`src/rtl/lsu_ctrl_if.sv`:
```
// Data-bus interface between the load/store unit (master) and the memory
// system (slave). One request phase (valid/ready), then one response beat
// (rvalid) carrying read data and an error flag for both reads and writes.
interface lsu_ctrl_if #(
  parameter int ISA_WIDTH = 32
);
  logic                 bus_valid;
  logic                 bus_ready;
  logic                 bus_we;
  logic [ISA_WIDTH-1:0] bus_addr;
  logic [ISA_WIDTH-1:0] bus_wdata;
  logic [3:0]           bus_wstrb;
  logic                 bus_rvalid;
  logic [ISA_WIDTH-1:0] bus_rdata;
  logic                 bus_err;

  modport master (
    output bus_valid, bus_we, bus_addr, bus_wdata, bus_wstrb,
    input  bus_ready, bus_rvalid, bus_rdata, bus_err
  );

  modport slave (
    input  bus_valid, bus_we, bus_addr, bus_wdata, bus_wstrb,
    output bus_ready, bus_rvalid, bus_rdata, bus_err
  );
endinterface

```
`src/rtl/lsu_ctrl.sv`:
```
// Load/store unit controller. Accepts one memory request at a time from the
// execute stage, runs a request/response transaction on the data bus, builds
// byte strobes and lane-replicated data for stores, and extends load data
// before returning it on mem_r. Illegal accesses fault without touching the
// bus; a cycle counter aborts accesses the bus never completes.
// The bus is a 32-bit word with four byte lanes.
module lsu_ctrl #(
  parameter int ISA_WIDTH = 32,
  parameter int TIMEOUT   = 255,
  parameter int CNT_WIDTH = 8
) (
  input  logic                 clk,
  input  logic                 rst,
  input  logic                 req_valid,
  output logic                 req_ready,
  input  logic                 mem_r_en,
  input  logic                 mem_w_en,
  input  logic [ISA_WIDTH-1:0] mem_addr,
  input  logic [ISA_WIDTH-1:0] mem_w,
  input  logic [1:0]           mem_size,
  input  logic                 mem_unsigned,
  lsu_ctrl_if.master           bus,
  output logic [ISA_WIDTH-1:0] mem_r,
  output logic                 done,
  output logic                 fault,
  output logic                 busy
);

  localparam int                 NB      = 4;
  localparam logic [1:0]         SZ_BYTE = 2'd0;
  localparam logic [1:0]         SZ_HALF = 2'd1;
  localparam logic [1:0]         SZ_WORD = 2'd2;
  localparam logic [1:0]         SZ_BAD  = 2'd3;
  localparam bit                 TO_EN   = (TIMEOUT != 0);
  localparam logic [CNT_WIDTH:0] TO_LIM  = (CNT_WIDTH+1)'(TIMEOUT);

  typedef enum logic [1:0] {IDLE, REQ, RESP, FLT} state_t;

  state_t               state_reg, state_next;
  logic [CNT_WIDTH-1:0] cnt_reg, cnt_next;
  logic [ISA_WIDTH-1:0] addr_reg, addr_next;
  logic [ISA_WIDTH-1:0] wdata_reg, wdata_next;
  logic [ISA_WIDTH-1:0] mem_r_reg, mem_r_next;
  logic [NB-1:0]        wstrb_reg, wstrb_next;
  logic [1:0]           size_reg, size_next;
  logic                 uns_reg, uns_next;
  logic                 we_reg, we_next;
  logic                 done_reg, done_next;
  logic                 fault_reg, fault_next;

  logic                 req_fire;
  logic                 req_illegal;
  logic                 timeout_hit;
  logic [ISA_WIDTH-1:0] st_wdata;
  logic [NB-1:0]        st_wstrb;
  logic [ISA_WIDTH-1:0] ld_data;
  logic [7:0]           rd_byte [NB];
  logic [15:0]          rd_half [NB/2];
  logic [7:0]           sel_byte;
  logic [15:0]          sel_half;

  // Acceptance needs at least one enable; a bare req_valid is ignored.
  assign req_fire = req_valid && (state_reg == IDLE) && (mem_r_en || mem_w_en);

  assign req_illegal = (mem_size == SZ_BAD)
                    || ((mem_size == SZ_HALF) && mem_addr[0])
                    || ((mem_size == SZ_WORD) && (mem_addr[1:0] != 2'b00))
                    || (mem_r_en && mem_w_en);

  // The counter value reached at the coming edge has hit the limit. Using >=
  // keeps a RESP phase entered exactly at the limit from running on forever.
  assign timeout_hit = TO_EN &&
    (({1'b0, cnt_reg} + {{CNT_WIDTH{1'b0}}, 1'b1}) >= TO_LIM);

  // Split read data into byte and halfword lanes for the load extractor.
  for (genvar gi = 0; gi < NB; gi++) begin : g_byte_lane
    assign rd_byte[gi] = bus.bus_rdata[8*gi +: 8];
  end
  for (genvar gi = 0; gi < NB/2; gi++) begin : g_half_lane
    assign rd_half[gi] = bus.bus_rdata[16*gi +: 16];
  end

  assign sel_byte = rd_byte[addr_reg[1:0]];
  assign sel_half = rd_half[addr_reg[1]];

  // Store lane replication and strobes, computed from the live request so
  // they can be latched on acceptance. Loads carry no strobes.
  always_comb begin
    st_wdata = mem_w;
    st_wstrb = 4'b1111;
    case (mem_size)
      SZ_BYTE: begin
        st_wdata = {NB{mem_w[7:0]}};
        st_wstrb = 4'b0001 << mem_addr[1:0];
      end
      SZ_HALF: begin
        st_wdata = {(NB/2){mem_w[15:0]}};
        st_wstrb = 4'b0011 << mem_addr[1:0];
      end
      default: ;
    endcase
    if (!mem_w_en) begin
      st_wstrb = '0;
    end
  end

  // Load extraction and sign/zero extension from the latched access shape.
  always_comb begin
    ld_data = bus.bus_rdata;
    case (size_reg)
      SZ_BYTE: ld_data = uns_reg ? {{(ISA_WIDTH-8){1'b0}}, sel_byte}
                                 : {{(ISA_WIDTH-8){sel_byte[7]}}, sel_byte};
      SZ_HALF: ld_data = uns_reg ? {{(ISA_WIDTH-16){1'b0}}, sel_half}
                                 : {{(ISA_WIDTH-16){sel_half[15]}}, sel_half};
      default: ;
    endcase
  end

  // Next-state logic: acceptance/latching, bus phases, timeout and completion.
  always_comb begin
    state_next = state_reg;
    cnt_next   = cnt_reg;
    addr_next  = addr_reg;
    wdata_next = wdata_reg;
    wstrb_next = wstrb_reg;
    size_next  = size_reg;
    uns_next   = uns_reg;
    we_next    = we_reg;
    mem_r_next = mem_r_reg;
    done_next  = 1'b0;
    fault_next = 1'b0;

    case (state_reg)
      IDLE: begin
        if (req_fire) begin
          addr_next  = mem_addr;
          wdata_next = st_wdata;
          wstrb_next = st_wstrb;
          size_next  = mem_size;
          uns_next   = mem_unsigned;
          we_next    = mem_w_en;
          cnt_next   = '0;
          state_next = req_illegal ? FLT : REQ;
        end
      end
      REQ: begin
        cnt_next = cnt_reg + {{(CNT_WIDTH-1){1'b0}}, 1'b1};
        if (bus.bus_ready) begin
          state_next = RESP;
        end else if (timeout_hit) begin
          state_next = IDLE;
          done_next  = 1'b1;
          fault_next = 1'b1;
        end
      end
      RESP: begin
        cnt_next = cnt_reg + {{(CNT_WIDTH-1){1'b0}}, 1'b1};
        if (bus.bus_rvalid) begin
          state_next = IDLE;
          done_next  = 1'b1;
          fault_next = bus.bus_err;
          if (!we_reg && !bus.bus_err) begin
            mem_r_next = ld_data;
          end
        end else if (timeout_hit) begin
          state_next = IDLE;
          done_next  = 1'b1;
          fault_next = 1'b1;
        end
      end
      FLT: begin
        state_next = IDLE;
        done_next  = 1'b1;
        fault_next = 1'b1;
      end
      default: state_next = IDLE;
    endcase
  end

  // State and datapath registers; reset aborts any access in flight.
  always_ff @(posedge clk or posedge rst) begin
    if (rst) begin
      state_reg <= IDLE;
      cnt_reg   <= '0;
      addr_reg  <= '0;
      wdata_reg <= '0;
      wstrb_reg <= '0;
      size_reg  <= '0;
      uns_reg   <= 1'b0;
      we_reg    <= 1'b0;
      mem_r_reg <= '0;
      done_reg  <= 1'b0;
      fault_reg <= 1'b0;
    end else begin
      state_reg <= state_next;
      cnt_reg   <= cnt_next;
      addr_reg  <= addr_next;
      wdata_reg <= wdata_next;
      wstrb_reg <= wstrb_next;
      size_reg  <= size_next;
      uns_reg   <= uns_next;
      we_reg    <= we_next;
      mem_r_reg <= mem_r_next;
      done_reg  <= done_next;
      fault_reg <= fault_next;
    end
  end

  assign req_ready     = (state_reg == IDLE);
  assign busy          = (state_reg != IDLE);
  assign bus.bus_valid = (state_reg == REQ);
  assign bus.bus_we    = we_reg;
  assign bus.bus_addr  = {addr_reg[ISA_WIDTH-1:2], 2'b00};
  assign bus.bus_wdata = wdata_reg;
  assign bus.bus_wstrb = wstrb_reg;
  assign mem_r         = mem_r_reg;
  assign done          = done_reg;
  assign fault         = fault_reg;

endmodule

```
`src/flat_wrapper.sv`:
```
// flat-port wrapper written by rule: the top's interface ports become plain ports
module lsu_ctrl_flat 
#(
  parameter int ISA_WIDTH = 32,
  parameter int TIMEOUT   = 255,
  parameter int CNT_WIDTH = 8
)
  (clk, rst, req_valid, req_ready, mem_r_en, mem_w_en, mem_addr, mem_w, mem_size, mem_unsigned, mem_r, done, fault, busy, bus_bus_valid, bus_bus_we, bus_bus_addr, bus_bus_wdata, bus_bus_wstrb, bus_bus_ready, bus_bus_rvalid, bus_bus_rdata, bus_bus_err);
  lsu_ctrl_if #(.ISA_WIDTH(ISA_WIDTH)) bus_i ();
  input  logic clk;
  input  logic rst;
  input  logic req_valid;
  output logic req_ready;
  input  logic mem_r_en;
  input  logic mem_w_en;
  input  logic [ISA_WIDTH-1:0] mem_addr;
  input  logic [ISA_WIDTH-1:0] mem_w;
  input  logic [1:0] mem_size;
  input  logic mem_unsigned;
  output logic [ISA_WIDTH-1:0] mem_r;
  output logic done;
  output logic fault;
  output logic busy;
  output wire logic [$bits(bus_i.bus_valid)-1:0] bus_bus_valid;
  output wire logic [$bits(bus_i.bus_we)-1:0] bus_bus_we;
  output wire logic [$bits(bus_i.bus_addr)-1:0] bus_bus_addr;
  output wire logic [$bits(bus_i.bus_wdata)-1:0] bus_bus_wdata;
  output wire logic [$bits(bus_i.bus_wstrb)-1:0] bus_bus_wstrb;
  input wire logic [$bits(bus_i.bus_ready)-1:0] bus_bus_ready;
  input wire logic [$bits(bus_i.bus_rvalid)-1:0] bus_bus_rvalid;
  input wire logic [$bits(bus_i.bus_rdata)-1:0] bus_bus_rdata;
  input wire logic [$bits(bus_i.bus_err)-1:0] bus_bus_err;
  assign bus_bus_valid = bus_i.bus_valid;
  assign bus_bus_we = bus_i.bus_we;
  assign bus_bus_addr = bus_i.bus_addr;
  assign bus_bus_wdata = bus_i.bus_wdata;
  assign bus_bus_wstrb = bus_i.bus_wstrb;
  assign bus_i.bus_ready = bus_bus_ready;
  assign bus_i.bus_rvalid = bus_bus_rvalid;
  assign bus_i.bus_rdata = bus_bus_rdata;
  assign bus_i.bus_err = bus_bus_err;
  lsu_ctrl #(.ISA_WIDTH(ISA_WIDTH), .TIMEOUT(TIMEOUT), .CNT_WIDTH(CNT_WIDTH)) u_core (.clk(clk), .rst(rst), .req_valid(req_valid), .req_ready(req_ready), .mem_r_en(mem_r_en), .mem_w_en(mem_w_en), .mem_addr(mem_addr), .mem_w(mem_w), .mem_size(mem_size), .mem_unsigned(mem_unsigned), .bus(bus_i), .mem_r(mem_r), .done(done), .fault(fault), .busy(busy));
endmodule
```
`config.mk`:
```
export PLATFORM = sky130hd
export DESIGN_NAME = lsu_ctrl_flat
export DESIGN_NICKNAME = d
export VERILOG_FILES = /design/src/rtl/lsu_ctrl_if.sv /design/src/rtl/lsu_ctrl.sv /design/src/flat_wrapper.sv
export SDC_FILE = /design/constraint.sdc
export NUM_CORES = 1
export LEC_CHECK = 0
export BUFFER_PORTS_ARGS = -buffer_cell sky130_fd_sc_hd__buf_2
export CORE_UTILIZATION = 50
export CTS_CLUSTER_DIAMETER = 100
export DETAILED_ROUTE_END_ITERATION = 16
export HOLD_SLACK_MARGIN = 0.08
export PLACE_DENSITY = 0.84
export SETUP_SLACK_MARGIN = 0.2
export SLEW_MARGIN = 20
export SYNTH_ARGS = -nofsm -noshare
export SYNTH_HDL_FRONTEND = slang
export SYNTH_SLANG_ARGS = --single-unit
```
`constraint.sdc`:
```
create_clock -name clk -period 4.01 [get_ports clk]
set_clock_uncertainty 0.1 [all_clocks]
set_input_delay 0.401 -clock clk [delete_from_list [all_inputs] [get_ports clk]]
set_output_delay 0.401 -clock clk [all_outputs]
set_load 0.005 [all_outputs]
```
# After elaboration in Yosys (flattened, before gate mapping)
# Cells that the tools add are included.
dict set report word_totals {
  reg_bits 116
  mem_count 0
  latch_bits 0
  word_cells 76
  mem_bits_rw 0
  rom_bits 0
  out_inout_bits 106
}
dict set report op_classes {
  eq_ne 8
  muxes 26
  div_mod_pow 0
  mul 0
  shift 2
  bitwise 2
  add_sub_neg 2
  n_reduce_logical 22
  order_cmp 3
}
# op count
set op_table {}
lappend op_table {{32-bit one-hot mux with 2 select lines} 2}
lappend op_table {{32-bit two-way mux} 2}
lappend op_table {{16-bit two-way mux} 3}
lappend op_table {{8-bit two-way mux} 3}
lappend op_table {{8-bit binary-select mux with 2-bit select} 1}
lappend op_table {{8-bit one-hot mux with 2 select lines} 1}
lappend op_table {{2-bit two-way mux} 5}
lappend op_table {{8-bit by 1-bit adder with 9-bit output, second input constant} 1}
lappend op_table {{9-bit by 8-bit greater-or-equal comparator with 1-bit output, second input constant} 1}
lappend op_table {{8-bit by 1-bit adder with 8-bit output, second input constant} 1}
lappend op_table {{2-bit equality test, second input constant} 4}
lappend op_table {{2-bit one-hot mux with 4 select lines} 1}
lappend op_table {{4-bit one-hot mux with 2 select lines} 1}
lappend op_table {{2-bit by 1-bit equality test with 1-bit output, second input constant} 3}
lappend op_table {{1-bit logical AND} 6}
lappend op_table {{2-bit zero test} 3}
lappend op_table {{1-bit one-hot mux with 3 select lines} 2}
lappend op_table {{2-bit nonzero test} 3}
lappend op_table {{1-bit logical OR} 4}
lappend op_table {{1-bit two-way mux} 4}
lappend op_table {{4-bit two-way mux} 1}
lappend op_table {{2-bit AND reduction} 2}
lappend op_table {{1-bit by 2-bit left shift with 4-bit output, first input constant} 1}
lappend op_table {{2-bit by 2-bit left shift with 4-bit output, first input constant} 1}
lappend op_table {{other kinds (8)} 9}

# Longest topological paths before layout
# Gate-level depths: netlist of run 1.
dict set report depth {
  depth_word 8
  ltp_mapped 8
  depth_no_buf 7
}

# Worst setup path after synthesis of run 1
# Ideal clock, no wire load.
dict set report synth_path {
  path_kind {reg-to-reg}
  startpoint {register u_core.cnt_reg[0]}
  endpoint {register u_core.state_reg[0]}
  synth_period_minus_slack_ns 1.925
  stages_incl_launch_ff 8
  arrival_time_ns 1.702
  t_required_ns 3.787
  setup_ns 0.123
  path_buffers 1
  path_slack_ns 2.085
  path_cell_list {dfrtp_1 > ha_1 > buf_2 > nor2b_1 > mux2i_1 > a2111oi_4 > a21boi_2 > o221a_1}
}
dict set report synth_between {
  elab_chain_cells 5
}
# element line
set synth_rtl {}
lappend synth_rtl {{start, declared} lsu_ctrl.sv:40} ;# logic [CNT_WIDTH-1:0] cnt_reg, cnt_next;
lappend synth_rtl {{start signal, assigned} lsu_ctrl.sv:196} ;# cnt_reg <= cnt_next;
lappend synth_rtl {{8-bit by 1-bit adder with 9-bit output *} lsu_ctrl.sv:73} ;# (({1'b0, cnt_reg} + {{CNT_WIDTH{1'b0}}, 1'b1}) >= TO_LIM);
lappend synth_rtl {{9-bit by 8-bit greater-or-equal comparator with 1-bit output *} lsu_ctrl.sv:73}
lappend synth_rtl {{2-bit two-way mux *} -}
lappend synth_rtl {{2-bit two-way mux (on tied branches)} -}
lappend synth_rtl {{2-bit one-hot mux with 4 select lines *} -}
lappend synth_rtl {{end signal, assigned} lsu_ctrl.sv:195} ;# state_reg <= state_next;
lappend synth_rtl {{end, declared} lsu_ctrl.sv:39} ;# state_t state_reg, state_next;
# Mark *: on every way between the ends. The rest lies on a longest branch, timed or not.
# A chain may end at the register's enable or synchronous reset.

# Worst setup path after layout of run 1
dict set report layout_path {
  startpoint {register u_core.state_reg[0]}
  endpoint {register u_core.mem_r_reg[28], in the netlist u_core.mem_r[28]}
}
dict set report layout_between {
  elab_chain_cells 2
}
# element line
set layout_rtl {}
lappend layout_rtl {{2-bit equality test} lsu_ctrl.sv:133} ;# case (state_reg)
lappend layout_rtl {{3-bit AND reduction (no line)} -}
lappend layout_rtl {{end signal, assigned} lsu_ctrl.sv:203} ;# mem_r_reg <= mem_r_next;
lappend layout_rtl {{end, declared} lsu_ctrl.sv:43} ;# logic [ISA_WIDTH-1:0] mem_r_reg, mem_r_next;
# Every way passes these cells.

==> impl_metrics.env, run 1 <==
export IMPL_worstSetupPathType="reg2reg"
export IMPL_htree_levels=4
export IMPL_rsz0062_at_grt="no"
export IMPL_firstDrtPassIters=5
export IMPL_synth_async_sr_flop_share_pct=100
export IMPL_routed_wl_mm=15.7
export IMPL_max_freq_ghz=0.392
export IMPL_grt_antenna_before_repair=0
export IMPL_route_vias_total=5318
export IMPL_critical_path_slowest_cell="nor2_2"
export IMPL_grt_pass1_wl_mm=24.5
export IMPL_drt_iter0_drc=551
export IMPL_layout_nets=941
export IMPL_track_usage_pct=27.3
export IMPL_cpPeakStageDelay_ps=580
export IMPL_ys_seq_area_share_pct=50.6
export IMPL_die_area_um2=11900
export IMPL_drive_above_1_share_pct=30.9
export IMPL_post_cts_buffers=0
export IMPL_syn_area_um2=5740
export IMPL_grt_max_degree=96
export IMPL_synth_top_cell_by_area="dfrtp_1"
export IMPL_post_drt_wl_per_cell_um=16.0
export IMPL_end_kind="register"
export IMPL_fillers=856
export IMPL_worst_slew_pin_slew_ps=1070
export IMPL_rows=38
export IMPL_antennaDiodeCount=0
export IMPL_clk_latency_ps=410
export IMPL_finalCriticalPeriod_ps=2550
export IMPL_place_congestion=0.847
export IMPL_ir_drop_mv=0.378
export IMPL_die_w_um=109
export IMPL_drc=0
export IMPL_io_buffers=210
export IMPL_core_area_um2=11000
export IMPL_netlist_top_cells_count="nand2_1, dfrtp_1, nor2_1"
export IMPL_power_mw=5.54
export IMPL_max_cap_viol_count=0
export IMPL_ys_flop_type="dfrtp_1"
export IMPL_p_leak_nw=3.85
export IMPL_yosysWarnings=0
export IMPL_ctsLongestPathBuffers=2
export IMPL_synth_most_common_cell="nand2_1"
export IMPL_ys_seq_elements=116
export IMPL_antenna_left=0
export IMPL_initial_core_util_pct=52.1
export IMPL_finalCritPeriodShare_pct=63.5
export IMPL_synth_edff_count=0
export IMPL_avgViaCountPerCell=5.42
export IMPL_worst_slack_ps=1460
export IMPL_globalRouteOverflowTotal=0
export IMPL_status="complete, no violations"
export IMPL_slew_headroom_pct=28.5
export IMPL_worst_path_buf_inv=2
export IMPL_fin_setup_tns_ps=0
export IMPL_crit_chain="inv_1 > ha_1 > nor3b_2 > buf_4 > o41ai_1 > nor2_2 > a21oi_1"
export IMPL_tritoncts="built"
export IMPL_cts_buffers=17
export IMPL_syn2layout_area_growth_pct=29.0
export IMPL_critPathLaunchType="register"
export IMPL_clkSlewWorstSetupHoldPaths_ps=60
export IMPL_ys_top_cells_by_area="dfrtp_1, nand2_1, mux2i_1"
export IMPL_cts_root_buffer="clkbuf_16"
export IMPL_setup_violations=0
export IMPL_cpLargestDelayFamily="simple AND/OR/NAND/NOR gates"
export IMPL_yosysTopAreaCellShare_pct=50.6
export IMPL_cts_sinks=116
export IMPL_die_y_um=109
export IMPL_ys_types=44
export IMPL_postSynthCellCount=644
export IMPL_pin_count=213
export IMPL_hold_path_class="in2async"
export IMPL_p_per_area_nw_per_um2=748
export IMPL_dpl_worst_slack_ps=1530
export IMPL_dp_hpwl_mm=10.3
export IMPL_final_core_util_pct=67.2
export IMPL_avgSynthCellArea_um2=8.92
export IMPL_cp_max_fo=49
export IMPL_worstPathArrival_ps=2690
export IMPL_required_ps=4160
export IMPL_hold_viol_final=0
export IMPL_maxSlewViolCount=0
export IMPL_grt_pass1_vias=5043
placed cells by master, fill, tap and decap left out, types with 2 or more instances in the layout:
cell type / netlist / final
o21ai_0: 42 / 42
clkbuf_16: 0 / 17
buf_2: 4 / 210
a21o_1: 3 / 3
ha_1: 6 / 6
nor3_1: 3 / 3
nand3_1: 3 / 3
nand2_1: 191 / 191
o221ai_1: 2 / 2
o31ai_1: 2 / 2
mux2_2: 6 / 6
clkinv_2: 0 / 2
buf_4: 35 / 5
mux2i_1: 27 / 27
a31oi_1: 3 / 3
a22o_1: 12 / 12
bufinv_16: 0 / 2
and3_1: 2 / 2
a21oi_1: 46 / 46
dlygate4sd3_1: 0 / 20
o211ai_1: 3 / 3
clkinvlp_4: 0 / 3
nand2b_1: 3 / 3
conb_1: 1 / 2
a221oi_1: 8 / 8
inv_6: 0 / 3
dfrtp_1: 116 / 116
a222oi_1: 7 / 7
inv_1: 10 / 9
nor2_1: 55 / 55
clkinv_4: 0 / 4
nor2b_1: 4 / 4
power by group:
part           switching (mW)  internal [mW]  leakage, nW
registers               0.421           1.71         1.43
clock network           0.565          0.937        0.283
logic                    1.04          0.861         2.14
final cells by class:
| cell class | count | area (um^2) | area share (%) |
|---|---|---|---|
| Sequential cell | 116 | 2900 | 39.2 |
| Multi-Input combinational cell | 447 | 2400 | 32.4 |
| Timing Repair Buffer | 235 | 1290 | 17.4 |
| Clock buffer | 18 | 439 | 5.93 |
| Tap cell | 140 | 175 | 2.36 |
| Clock inverter | 14 | 154 | 2.08 |
| Inverter | 11 | 43.8 | 0.591 |
per-layer routing:
metal | share of wire (%) | GRT usage, % | up-vias
li1 | - | - | 2521
met1 | 40 | 33.5 | 2509
met2 | 49 | 43.6 | 256
met3 | 8.4 | 8.13 | 32
met4 | 2.6 | 13.3 | 0
met5 | 0 | 0 | -
worst reg2reg max path, stage by stage, from the launching register on:
cell,delay [ps]
dfrtp_1,400
inv_1,120
ha_1,210
nor3b_2,200
buf_4,430
o41ai_1,190
nor2_2,580
a21oi_1,170
logic make-up after synthesis:
| kind of cell | synth area share [%] |
|---|---|
| multiplexers | 6.28 |
| flip-flops | 50.6 |
| buffers and inverters | 7.74 |
| AO/OA/AOI/OAI | 15.2 |
| AND/OR/NAND/NOR | 18.8 |
| adder cells (fa/ha/maj) | 1.31 |
| other | 0.0653 |
worst paths after layout:
kind / from / end / slack, ps / cells after the start
max: u_core.state_reg[0] / u_core.mem_r[28] / 1460 / 7
min: rst / u_core.addr_reg[25] / 80 / 2
max reg2reg: u_core.state_reg[0] / u_core.mem_r[28] / 1460 / 7
min reg2reg: u_core.bus.bus_wdata[1] / u_core.bus.bus_wdata[1] / 370 / 2
max in group asynchronous: rst / u_core.bus.bus_wdata[8] / 2890 / 3
min in group clk: mem_addr[25] / u_core.addr_reg[25] / 100 / 3
through the flow:
step | instance area (um^2) | cells | hold slack [ps]
final | 7410 | 981 | 77.0
after global routing | 7410 | 981 | 89.8
after CTS | 7410 | 981 | 80.4
after detailed placement | 6610 | 929 | 359
after global placement | 6610 | 929 | 354
after floorplan | 5750 | 645 | 347
timing repair:
| action | in CTS | in global routing |
|---|---|---|
| endpoints found under the hold margin | 20 | 0 |
| gates resized for setup | 0 | 0 |
| endpoints found under the setup margin | 0 | 0 |
| hold buffers | 20 | 0 |
Power figures use the tool's default switching activity.
==> inputs of run 2 (changes only) <==
clock period = 2.5 ns   (was 4.01 ns; I/O delays follow)
==> run 2 against run 1 <==
  * Cell count increased by 7.0%
  * Combinational power increased by 75%
  * Routed wire length up 13%
  * Global-route usage increased by 2.8 points
  * Critical path type is now in2reg
  * Largest power group unchanged
  * Clock power grew 89%
  * Sequential cell count stayed put
  * Non-clock buffer count rose by 69
==> impl_metrics.env, run 2 (synthesis gave the netlist of run 1 again) <==
export IMPL_status="complete, no violations"
export IMPL_dpl_cell_area_um2=6680
export IMPL_firstDrtPassIters=5
export IMPL_layout_common_cells="buf_2, nand2_1, dfrtp_1, dlygate4sd3_1, nor2_1"
export IMPL_grt_pass1_wl_mm=27.2
export IMPL_worstSetupPathType="in2reg"
export IMPL_cts_repair_resize_count=0
export IMPL_initial_core_util_pct=52.1
export IMPL_crit_chain="dlygate4sd3_1 > buf_2 > mux4_2 > nor4b_4 > nor2_2 > a21oi_1"
export IMPL_slew_headroom_pct=33.6
export IMPL_routed_wl_mm=17.6
export IMPL_syn2layout_area_growth_pct=43.0
export IMPL_max_freq_ghz=0.452
export IMPL_max_cap_viol_count=0
export IMPL_fin_area_um2=8210
export IMPL_tritoncts="built"
export IMPL_avgViaCountPerCell=5.46
export IMPL_drc=0
export IMPL_finalCriticalPeriod_ps=2210
export IMPL_route_vias_total=5731
export IMPL_ir_drop_mv=0.614
export IMPL_worst_slack_ps=288
export IMPL_antenna_left=0
export IMPL_power_mw=9.56
export IMPL_core_area_um2=11000
export IMPL_p_per_area_nw_per_um2=1160
export IMPL_hp_start="mem_w[11]"
export IMPL_cts_buffers=17
export IMPL_cts_root_buffer="clkbuf_16"
export IMPL_die_area_um2=11900
export IMPL_htree_levels=4
export IMPL_antennaDiodeCount=0
export IMPL_rows=38
export IMPL_worstPathArrival_ps=2360
export IMPL_fillers=711
export IMPL_cts_sinks=116
export IMPL_dp_hpwl_mm=10.1
export IMPL_hold_viol_final=0
export IMPL_place_congestion=0.828
export IMPL_required_ps=2640
export IMPL_ctsLongestPathBuffers=2
export IMPL_rsz0062_at_grt="no"
export IMPL_grt_max_degree=117
export IMPL_drt_iter0_drc=475
export IMPL_worst_slew_pin_slew_ps=992
export IMPL_grt_antenna_before_repair=0
export IMPL_end_kind="register"
export IMPL_final_common_cell="buf_2"
export IMPL_grt_pass1_vias=5716
export IMPL_layout_nets=1010
export IMPL_track_usage_pct=30.1
export IMPL_clk_latency_ps=400
export IMPL_critPathLaunchType="primary input"
export IMPL_setup_violations=0
export IMPL_rr_startpoint="u_core.state_reg[1]"
export IMPL_critical_path_slowest_cell="nor2_2"
export IMPL_finalCritPeriodShare_pct=88.5
export IMPL_pin_count=213
export IMPL_hold_path_class="in2reg"
export IMPL_dpl_worst_slack_ps=424
export IMPL_post_cts_buffers=0
export IMPL_setup_worst_path_start="bus_bus_rdata[31]"
export IMPL_drive_above_1_share_pct=29.1
export IMPL_maxSlewViolCount=0
export IMPL_globalRouteOverflowTotal=0
export IMPL_fin_setup_tns_ps=0
export IMPL_clkSlewWorstSetupHoldPaths_ps=60
export IMPL_final_core_util_pct=74.4
export IMPL_cpPeakStageDelay_ps=570
export IMPL_io_buffers=210
export IMPL_cp_max_fo=16
export IMPL_p_leak_nw=4.19
export IMPL_die_w_um=109
export IMPL_post_drt_wl_per_cell_um=16.8
export IMPL_die_y_um=109
run 2: timing repair:
| action | in CTS | in global routing |
|---|---|---|
| setup endpoints to repair | 0 | 0 |
| hold endpoints to repair | 199 | 0 |
| hold buffers | 84 | 0 |
run 2: path summary, 6_finish.rpt:
kind	to	slack (ps)	depth (start not counted)
worst max register to register	u_core.cnt_reg[7]	390	7
worst min register to register	u_core.addr_reg[4]	370	2
min in group asynchronous	u_core.addr_reg[23]	480	4
worst min-delay path	u_core.bus.bus_wdata[11]	110	3
worst max-delay path	u_core.mem_r[20]	290	6
max in group asynchronous	u_core.mem_r[25]	1370	4
run 2: metal layers:
metal,vias to the layer above,wire [um],global-route usage (%)
met3,40,1540,8.01
met4,0,447,14.2
met1,2709,6800,34.9
li1,2650,-,-
met2,332,8850,51.6
met5,-,0,0
run 2: power breakdown:
group          internal, mW  switching, mW
sequential             2.75          0.633
combinational          1.50           1.84
clock                  1.95          0.878
total                  6.20           3.35
run 2: per-stage QoR:
step	instances	hold slack [ps]
5_1_grt	1050	101
3_3_place_gp	934	338
2_1_floorplan	645	255
4_1_cts	1050	81.6
6_report	1050	106
3_5_place_dp	934	345
run 2: critical path, delay by kind of cell:
family	cells	cell delay (ps)
AO/OA/AOI/OAI	1	160
buffers and inverters	2	700
multiplexers	1	480
AND/OR/NAND/NOR	2	750
run 2: final cells by class:
type                       count  area, um^2  share of cell area (%)
sequential                   116        2900                    35.4
multi-input combinational    447        2400                    29.3
clock buffer                  20         467                    5.68
clock inverter                12         225                    2.74
tap                          140         175                    2.13
inverter                      11        45.0                   0.549
timing repair buffer         304        1990                    24.3
